**src/rtl/project_reset_sequencer.sv**
```systemverilog
// Per-project reset/select sequencer: parks every project for a settle period
// before releasing exactly one, so the harness never sees two projects enabled.
module project_reset_sequencer #(
  parameter int NUM_PROJECTS  = 4,
  parameter int ID_W          = 2,
  parameter int SETTLE_CYCLES = 16
) (
  input  logic                    clk,
  input  logic                    reset,
  input  logic                    sel_valid,
  input  logic                    sel_enable,
  input  logic [ID_W-1:0]         sel_id,
  output logic                    sel_ready,
  output logic [NUM_PROJECTS-1:0] proj_reset,
  output logic [ID_W-1:0]         active_id,
  output logic                    running,
  output logic                    sel_error
);

  localparam int CNT_W = $clog2(SETTLE_CYCLES + 1);
  localparam logic [CNT_W-1:0]        CNT_LOAD   = CNT_W'(SETTLE_CYCLES - 1);
  localparam logic [CNT_W-1:0]        CNT_ZERO   = {CNT_W{1'b0}};
  localparam logic [ID_W:0]           NUM_LIMIT  = (ID_W + 1)'(NUM_PROJECTS);
  localparam logic [NUM_PROJECTS-1:0] ALL_PARKED = {NUM_PROJECTS{1'b1}};
  localparam logic [ID_W-1:0]         ID_ZERO    = {ID_W{1'b0}};

  typedef enum logic [1:0] {
    IDLE = 2'd0,
    PARK = 2'd1,
    RUN  = 2'd2
  } state_t;

  state_t                  state_r, state_s;
  logic [CNT_W-1:0]        counter_r, counter_s;
  logic [ID_W-1:0]         target_r, target_s;
  logic [NUM_PROJECTS-1:0] proj_reset_r, proj_reset_s;
  logic [ID_W-1:0]         active_id_r, active_id_s;
  logic                    running_r, running_s;
  logic                    sel_error_r, sel_error_s;
  logic                    ready_s;
  logic                    accept_s;
  logic                    id_ok_s;

  // Active-low mask with only the chosen project's bit cleared.
  function automatic logic [NUM_PROJECTS-1:0] release_mask(input logic [ID_W-1:0] id);
    logic [NUM_PROJECTS-1:0] mask;
    mask = ALL_PARKED;
    for (int i = 0; i < NUM_PROJECTS; i++) begin
      mask[i] = (int'(id) == i) ? 1'b0 : 1'b1;
    end
    return mask;
  endfunction

  assign ready_s  = (state_r != PARK);
  assign accept_s = sel_valid & ready_s;
  assign id_ok_s  = ({1'b0, sel_id} < NUM_LIMIT);

  // Next-state and next-output decode; outputs are registered from these values.
  always_comb begin
    state_s      = state_r;
    counter_s    = counter_r;
    target_s     = target_r;
    proj_reset_s = proj_reset_r;
    active_id_s  = active_id_r;
    running_s    = running_r;
    sel_error_s  = 1'b0;
    case (state_r)
      PARK: begin
        if (counter_r == CNT_ZERO) begin
          state_s      = RUN;
          proj_reset_s = release_mask(target_r);
          active_id_s  = target_r;
          running_s    = 1'b1;
        end else begin
          counter_s = counter_r - CNT_W'(1);
        end
      end
      IDLE, RUN: begin
        if (accept_s) begin
          if (!sel_enable) begin
            state_s      = IDLE;
            counter_s    = CNT_ZERO;
            proj_reset_s = ALL_PARKED;
            running_s    = 1'b0;
          end else if (id_ok_s) begin
            // Parking happens on the accept edge, even when re-selecting the same id.
            state_s      = PARK;
            counter_s    = CNT_LOAD;
            target_s     = sel_id;
            proj_reset_s = ALL_PARKED;
            running_s    = 1'b0;
          end else begin
            sel_error_s = 1'b1;
          end
        end else begin
          sel_error_s = 1'b0;
        end
      end
      default: begin
        state_s      = IDLE;
        counter_s    = CNT_ZERO;
        proj_reset_s = ALL_PARKED;
        running_s    = 1'b0;
      end
    endcase
  end

  // State and output registers; reset parks all projects and drops the target.
  always_ff @(posedge clk or negedge reset) begin
    if (!reset) begin
      state_r      <= IDLE;
      counter_r    <= CNT_ZERO;
      target_r     <= ID_ZERO;
      proj_reset_r <= ALL_PARKED;
      active_id_r  <= ID_ZERO;
      running_r    <= 1'b0;
      sel_error_r  <= 1'b0;
    end else begin
      state_r      <= state_s;
      counter_r    <= counter_s;
      target_r     <= target_s;
      proj_reset_r <= proj_reset_s;
      active_id_r  <= active_id_s;
      running_r    <= running_s;
      sel_error_r  <= sel_error_s;
    end
  end

  assign sel_ready  = ready_s;
  assign proj_reset = proj_reset_r;
  assign active_id  = active_id_r;
  assign running    = running_r;
  assign sel_error  = sel_error_r;

endmodule
```
**config.mk**
```make
export PLATFORM = sky130hd
export DESIGN_NAME = project_reset_sequencer
export DESIGN_NICKNAME = d
export VERILOG_FILES = /design/src/rtl/project_reset_sequencer.sv
export SDC_FILE = /design/constraint.sdc
export NUM_CORES = 1
export LEC_CHECK = 0
export ABC_AREA = 1
export BUFFER_PORTS_ARGS = -buffer_cell sky130_fd_sc_hd__buf_2
export CORE_MARGIN = 2
export CORE_UTILIZATION = 39
export DETAILED_ROUTE_END_ITERATION = 8
export PLACE_DENSITY = 0.61
export SYNTH_ARGS = -nofsm -noshare
export SYNTH_HDL_FRONTEND = slang
export SYNTH_SLANG_ARGS = --single-unit
export TNS_END_PERCENT = 10
```
**constraint.sdc**
```tcl
create_clock -name clk -period 1.4 [get_ports clk]
set_clock_uncertainty 0.2 [all_clocks]
set_input_delay 0.07 -clock clk [delete_from_list [all_inputs] [get_ports clk]]
set_output_delay 0.07 -clock clk [all_outputs]
set_load 0.01 [all_outputs]
```
; ---- Yosys cells after proc, flatten, opt, wreduce, memory -nomap -nowiden
; Cells that the tools add are included.
[totals]
output_inout_bits = 9
word_cells = 43
regBits = 16
mem_bits_ro = 0
input_bits = 6
latch_bits = 0
mem_count = 0
mem_bits_rw = 0
[classes]
shift = 0
n_eq_ne = 9
magnitude_cmp = 0
multipliers = 0
addsub = 1
n_reduce_logical = 8
div_mod_pow = 0
mux = 18
bitwise_logic = 1
[op_table]
columns = cell, count
row1 = $mux W4, 3
row2 = $mux W5, 2
row3 = $pmux W5 S2, 1
row4 = $pmux W4 S2, 1
row5 = $mux W1, 7
row6 = $eq A2 B2 Y1 const B, 3
row7 = $ne A2 B2 Y1 const B, 3
row8 = $reduce_and A2 Y1, 3
row9 = $logic_not A5 Y1, 1
row10 = $sub A5 B1 Y5 const B, 1
row11 = $eq A2 B1 Y1 const B, 2
row12 = $logic_not A2 Y1, 2
row13 = $mux W2, 2
row14 = $pmux W2 S2, 1
row15 = $reduce_and A3 Y1, 1
row16 = $ne A2 B1 Y1 const B, 1
row17 = $pmux W1 S2, 1
row18 = $reduce_or A2 Y1, 1
row19 = $and A1 B1 Y1, 1

; ---- Depth between registers and ports, before layout
[depth]
ltp_word = 4
ltp_mapped = 8
mapped_depth_nobuf = 8

; ---- Least setup slack after synthesis
; Ideal clock, no wire load.
[synth_timing]
path_type = reg-to-reg
startpoint = register counter_r[0]
endpoint = register counter_r[3]
required_ns = 1.084
path_buffers = 0
setup_slack_ns = 0.023
period_less_slack_ns = 1.377
arrival_time_ns = 1.060
path_stages_with_launch = 8
path_cell_list = dfrtp_1 inv_1 ha_1 nand4_4 nand2_4 inv_2 nand2_1 nand2_1
[synth_via]
elab_chain_cells = 3
[synth_lines]
columns = item, line
row1 = start: declaration, 34  ; logic [CNT_W-1:0] counter_r, counter_s;
row2 = start signal: assignment, 120  ; counter_r <= counter_s;
row3 = $sub A5 B1 Y5 / $logic_not A5 Y1 (equally long branches), "75, 69"
row4 = $mux W5 / $ne A2 B2 Y1 (equally long branches), n/a
row5 = $pmux W5 S2 / $reduce_and A2 Y1 (equally long branches), n/a
; Several ways; a longest one is shown, not always the timed one. The select of a mux whose other input is x is not followed.
; A chain may end at the register's enable or synchronous reset.

; ---- Final worst setup path
[layout_timing]
startpoint = register state_r[0]
endpoint = register counter_r[1]
[layout_via]
elab_chain_cells = 4
[layout_lines]
columns = item, line
row1 = start: declaration, 33  ; state_t state_r, state_s;
row2 = start signal: assignment, 119  ; state_r <= state_s;
row3 = $ne A2 B1 Y1 (tied with other cells), 54  ; assign ready_s = (state_r != PARK);
row4 = $and A1 B1 Y1 / $reduce_or A2 Y1 (equally long branches), "55, 67"
row5 = $ne A2 B2 Y1 (no line), n/a
row6 = $reduce_and A2 Y1 (no line), n/a
; Several ways; a longest one is shown, not always the timed one.

==> impl_results.md <==
- Status: complete, but fails checks
- Failing checks: hold timing
- Floorplan row count: 16
- Mapped Cells: 93
- Metal2 WL: 764 um
- Switching part of the total: 0.4461
- First-pass detailed-route iteration total: 4
- Crit path largest cell delay: 0.41 ns
- Final hold slack: -0.002431 ns
- Most frequent CP cell: nand2_1
- Crit path arrival time: 1.38 ns
- Syn Area/Cell: 8.355 um^2
- Crit path time final: 1.399 ns
- DR top layer: met4
- Initial antenna violation count: 0
- Int Pwr: 1.579 mW
- Input/output buffers: 13
- Worst Path Required: 1.38 ns
- CP startpoint kind: flop
- Most frequent cells after synthesis: nand2_1, dfrtp_1, o21ai_0, inv_1, nand3_1
- Via count: 689
- Metal3 WL: 37 um
- Die area: 2365 um^2
- RePlAce Congestion: 0.7722
- Vias in the first global route: 629
- Post-Syn Area: 777.0 um^2
- Clock Latency Late Sink: 0.29 ns
- Filler cells: 173
- Most numerous cell in the Yosys netlist: nand2_1
- Max-cap viol count: 0
- Post-DP HPWL: 1144 um
- 1st-iter DRT viols: 9
- Initial core utilization: 0.4043
- CTS buffer count: 3
- LEAKAGE: 0.5361 nW
- Fin. Hold Viols: 5
- Hold/Removal Path Class: in -> async
- Final WS setup: 0.0008034 ns
- Dominant synthesized flop cell: dfrtp_1
- Layout cells sized above 1: 0.4444
- Fmax: 714.7 MHz
- FF+latch count, synth: 15
- P&R area growth vs syn: 41.22%
- NetSw: 1.271 mW
- Post-route ant nets: 0
- CTS max path bufs: 2
- Drt wl/cell: 10.99 um
- P per Cell Area: 2598 nW/um^2
- Yosys warns: 0
- Yosys top cell area share: 0.3543
- Placed insts: 139
- Setup CP Type: reg -> reg
- Syn nets: 101
- Setup violators final: 0
- H-tree levels: 1
- Die span in y: 48.64 um
- CTS sink cnt: 15
- Setup TNS: 0 ns
- CP Max Fanout: 7
- Max VDD drop: 1.225 mV
- Cells taking the most area after synthesis: dfrtp_1, nand2_1, dfstp_2
- Total Power: 2.850 mW
- Distinct cells, synth: 18
- Remaining Overflow, GRT: 0
- Tot GR Track Use: 0.1485
- Drt via density: 4.503
- RSZ-0062 raised after global routing: true
- Core outline area: 1922 um^2
- Root buf cell: clkbuf_4
- Antenna fix cells: 0
- Setup crit end kind: flop
- DRC viols: 0
- Post-synth EDFFs: 0
- Comb power frac: 0.606
- CTS tree: built
- Clock transition at the registers of the reported paths: 0.10 ns
- Post-route insts no fill: 153
- DP Worst Slack: -0.06212 ns
- DP Area: 920.9 um^2
- Die width: 48.64 um
- Design Area, Final: 1097 um^2
- Sequential share of power: 0.304
- Post-synthesis sequential area ratio: 0.4895
- Metal1 wirelength: 838 um
- Worst path cell trace: inv_2 > nor2_4 > nand4_4 > nand2_4 > inv_4 > nand2_1 > nand2_1
- Fin crit share: 0.9994
- Clock share of power: 0.090
- Routed WL: 1682 um
- Slew Limit Fails: 0
- First-pass GRT wire length: 2753 um
- Post-layout net count: 135
- IO Count: 15
- Area leader, netlist: dfrtp_1
- Largest net degree at the start of global routing: 16
- Slowest-stage cell, CP: dfrtp_1
- Async S/R FF share, synth: 1.000
-- logic make-up (layout without fill, tap and decap cells) --
family,Yosys count,after routing,share of synthesized area
and+or+nand+nor,53,53,0.3430
DFF,15,15,0.4895
AOI/OAI and AO/OA,12,12,0.07728
buffers and inverters,10,43,0.05314
adders and majority gates,2,2,0.03220
other,1,1,0.004826
-- power groups by stage --
stage	registers, mW	logic (mW)	clock network, mW
after floorplan	0.906	0.844	0
after global placement	0.854	1.35	0
after detailed placement	0.862	1.37	0
after CTS	0.856	1.46	0.256
after global routing	0.897	1.94	0.292
final	0.867	1.73	0.255
-- layout by cell type, fill, tap and decap left out, types with 3 or more instances in the layout --
master,synthesis,final
inv_1,6,4
nor2_1,5,3
dfrtp_1,11,9
nand3_1,6,6
buf_2,0,12
nand2_2,3,5
nor3_1,4,4
o21ai_0,9,5
nand2_4,2,3
nand2_1,30,27
clkbuf_4,0,3
dfstp_2,4,4
inv_2,3,4
o21ai_1,1,4
buf_4,1,11
dlygate4sd3_1,0,5
-- flip-flops by register name, summed over array words and instances (netlist names) --
register    flops
counter_r       5
target_r        2
active_id       2
state_r         2
proj_reset      4
-- stage by stage --
stage	utilization	hold WS, ns
after floorplan	-	-0.4256
after CTS	0.5286	0.01472
after detailed placement	0.4792	-0.2087
after global placement	0.4792	-0.2074
final	0.5710	-0.002431
after global routing	0.5710	0.03121
-- path summary, 6_finish.rpt --
kind | from | endpoint | slack, ns | cells after the start
worst max register to register | state_r[0] | counter_r[1] | 0.0008 | 7
min in group clk | proj_reset[0] | proj_reset[0] | 0.28 | 2
worst min-delay path | reset | target_r[1] | -0.002 | 2
max in group asynchronous | reset | proj_reset[2] | 0.71 | 2
worst max-delay path | state_r[0] | counter_r[1] | 0.0008 | 7
worst min register to register | proj_reset[0] | proj_reset[0] | 0.28 | 2
-- layout make-up --
class	instances	area, um^2	area share
Multi-Input combinational cell	68	401.6	0.3660
Clock buffer	3	22.52	0.02052
Timing Repair Buffer	30	215.2	0.1961
Tap cell	27	33.78	0.03079
Inverter	9	36.28	0.03307
Sequential cell	15	382.9	0.3489
Clock inverter	1	5.005	0.004561
-- critical path, delay by kind of cell (launching register included) --
| kind | cells | cell delay [ns] |
|---|---|---|
| and+or+nand+nor | 5 | 0.54 |
| DFF | 1 | 0.41 |
| buffers and inverters | 2 | 0.15 |
-- what timing repair did --
action                                 CTS  global route
buffers inserted                         0             5
hold buffers                             5             0
setup endpoints to repair                9            11
endpoints found under the hold margin   23             0
gates cloned                             0             0
pin swaps                                2             8
gates resized for setup                  8            14
-- per-layer routing --
layer | vias up | GRT usage
li1 | 369 | -
met1 | 303 | 0.2067
met2 | 13 | 0.2283
met3 | 4 | 0.01852
met4 | 0 | 0.07143
met5 | - | 0
Note: power is estimated with default switching activity, not from simulation.
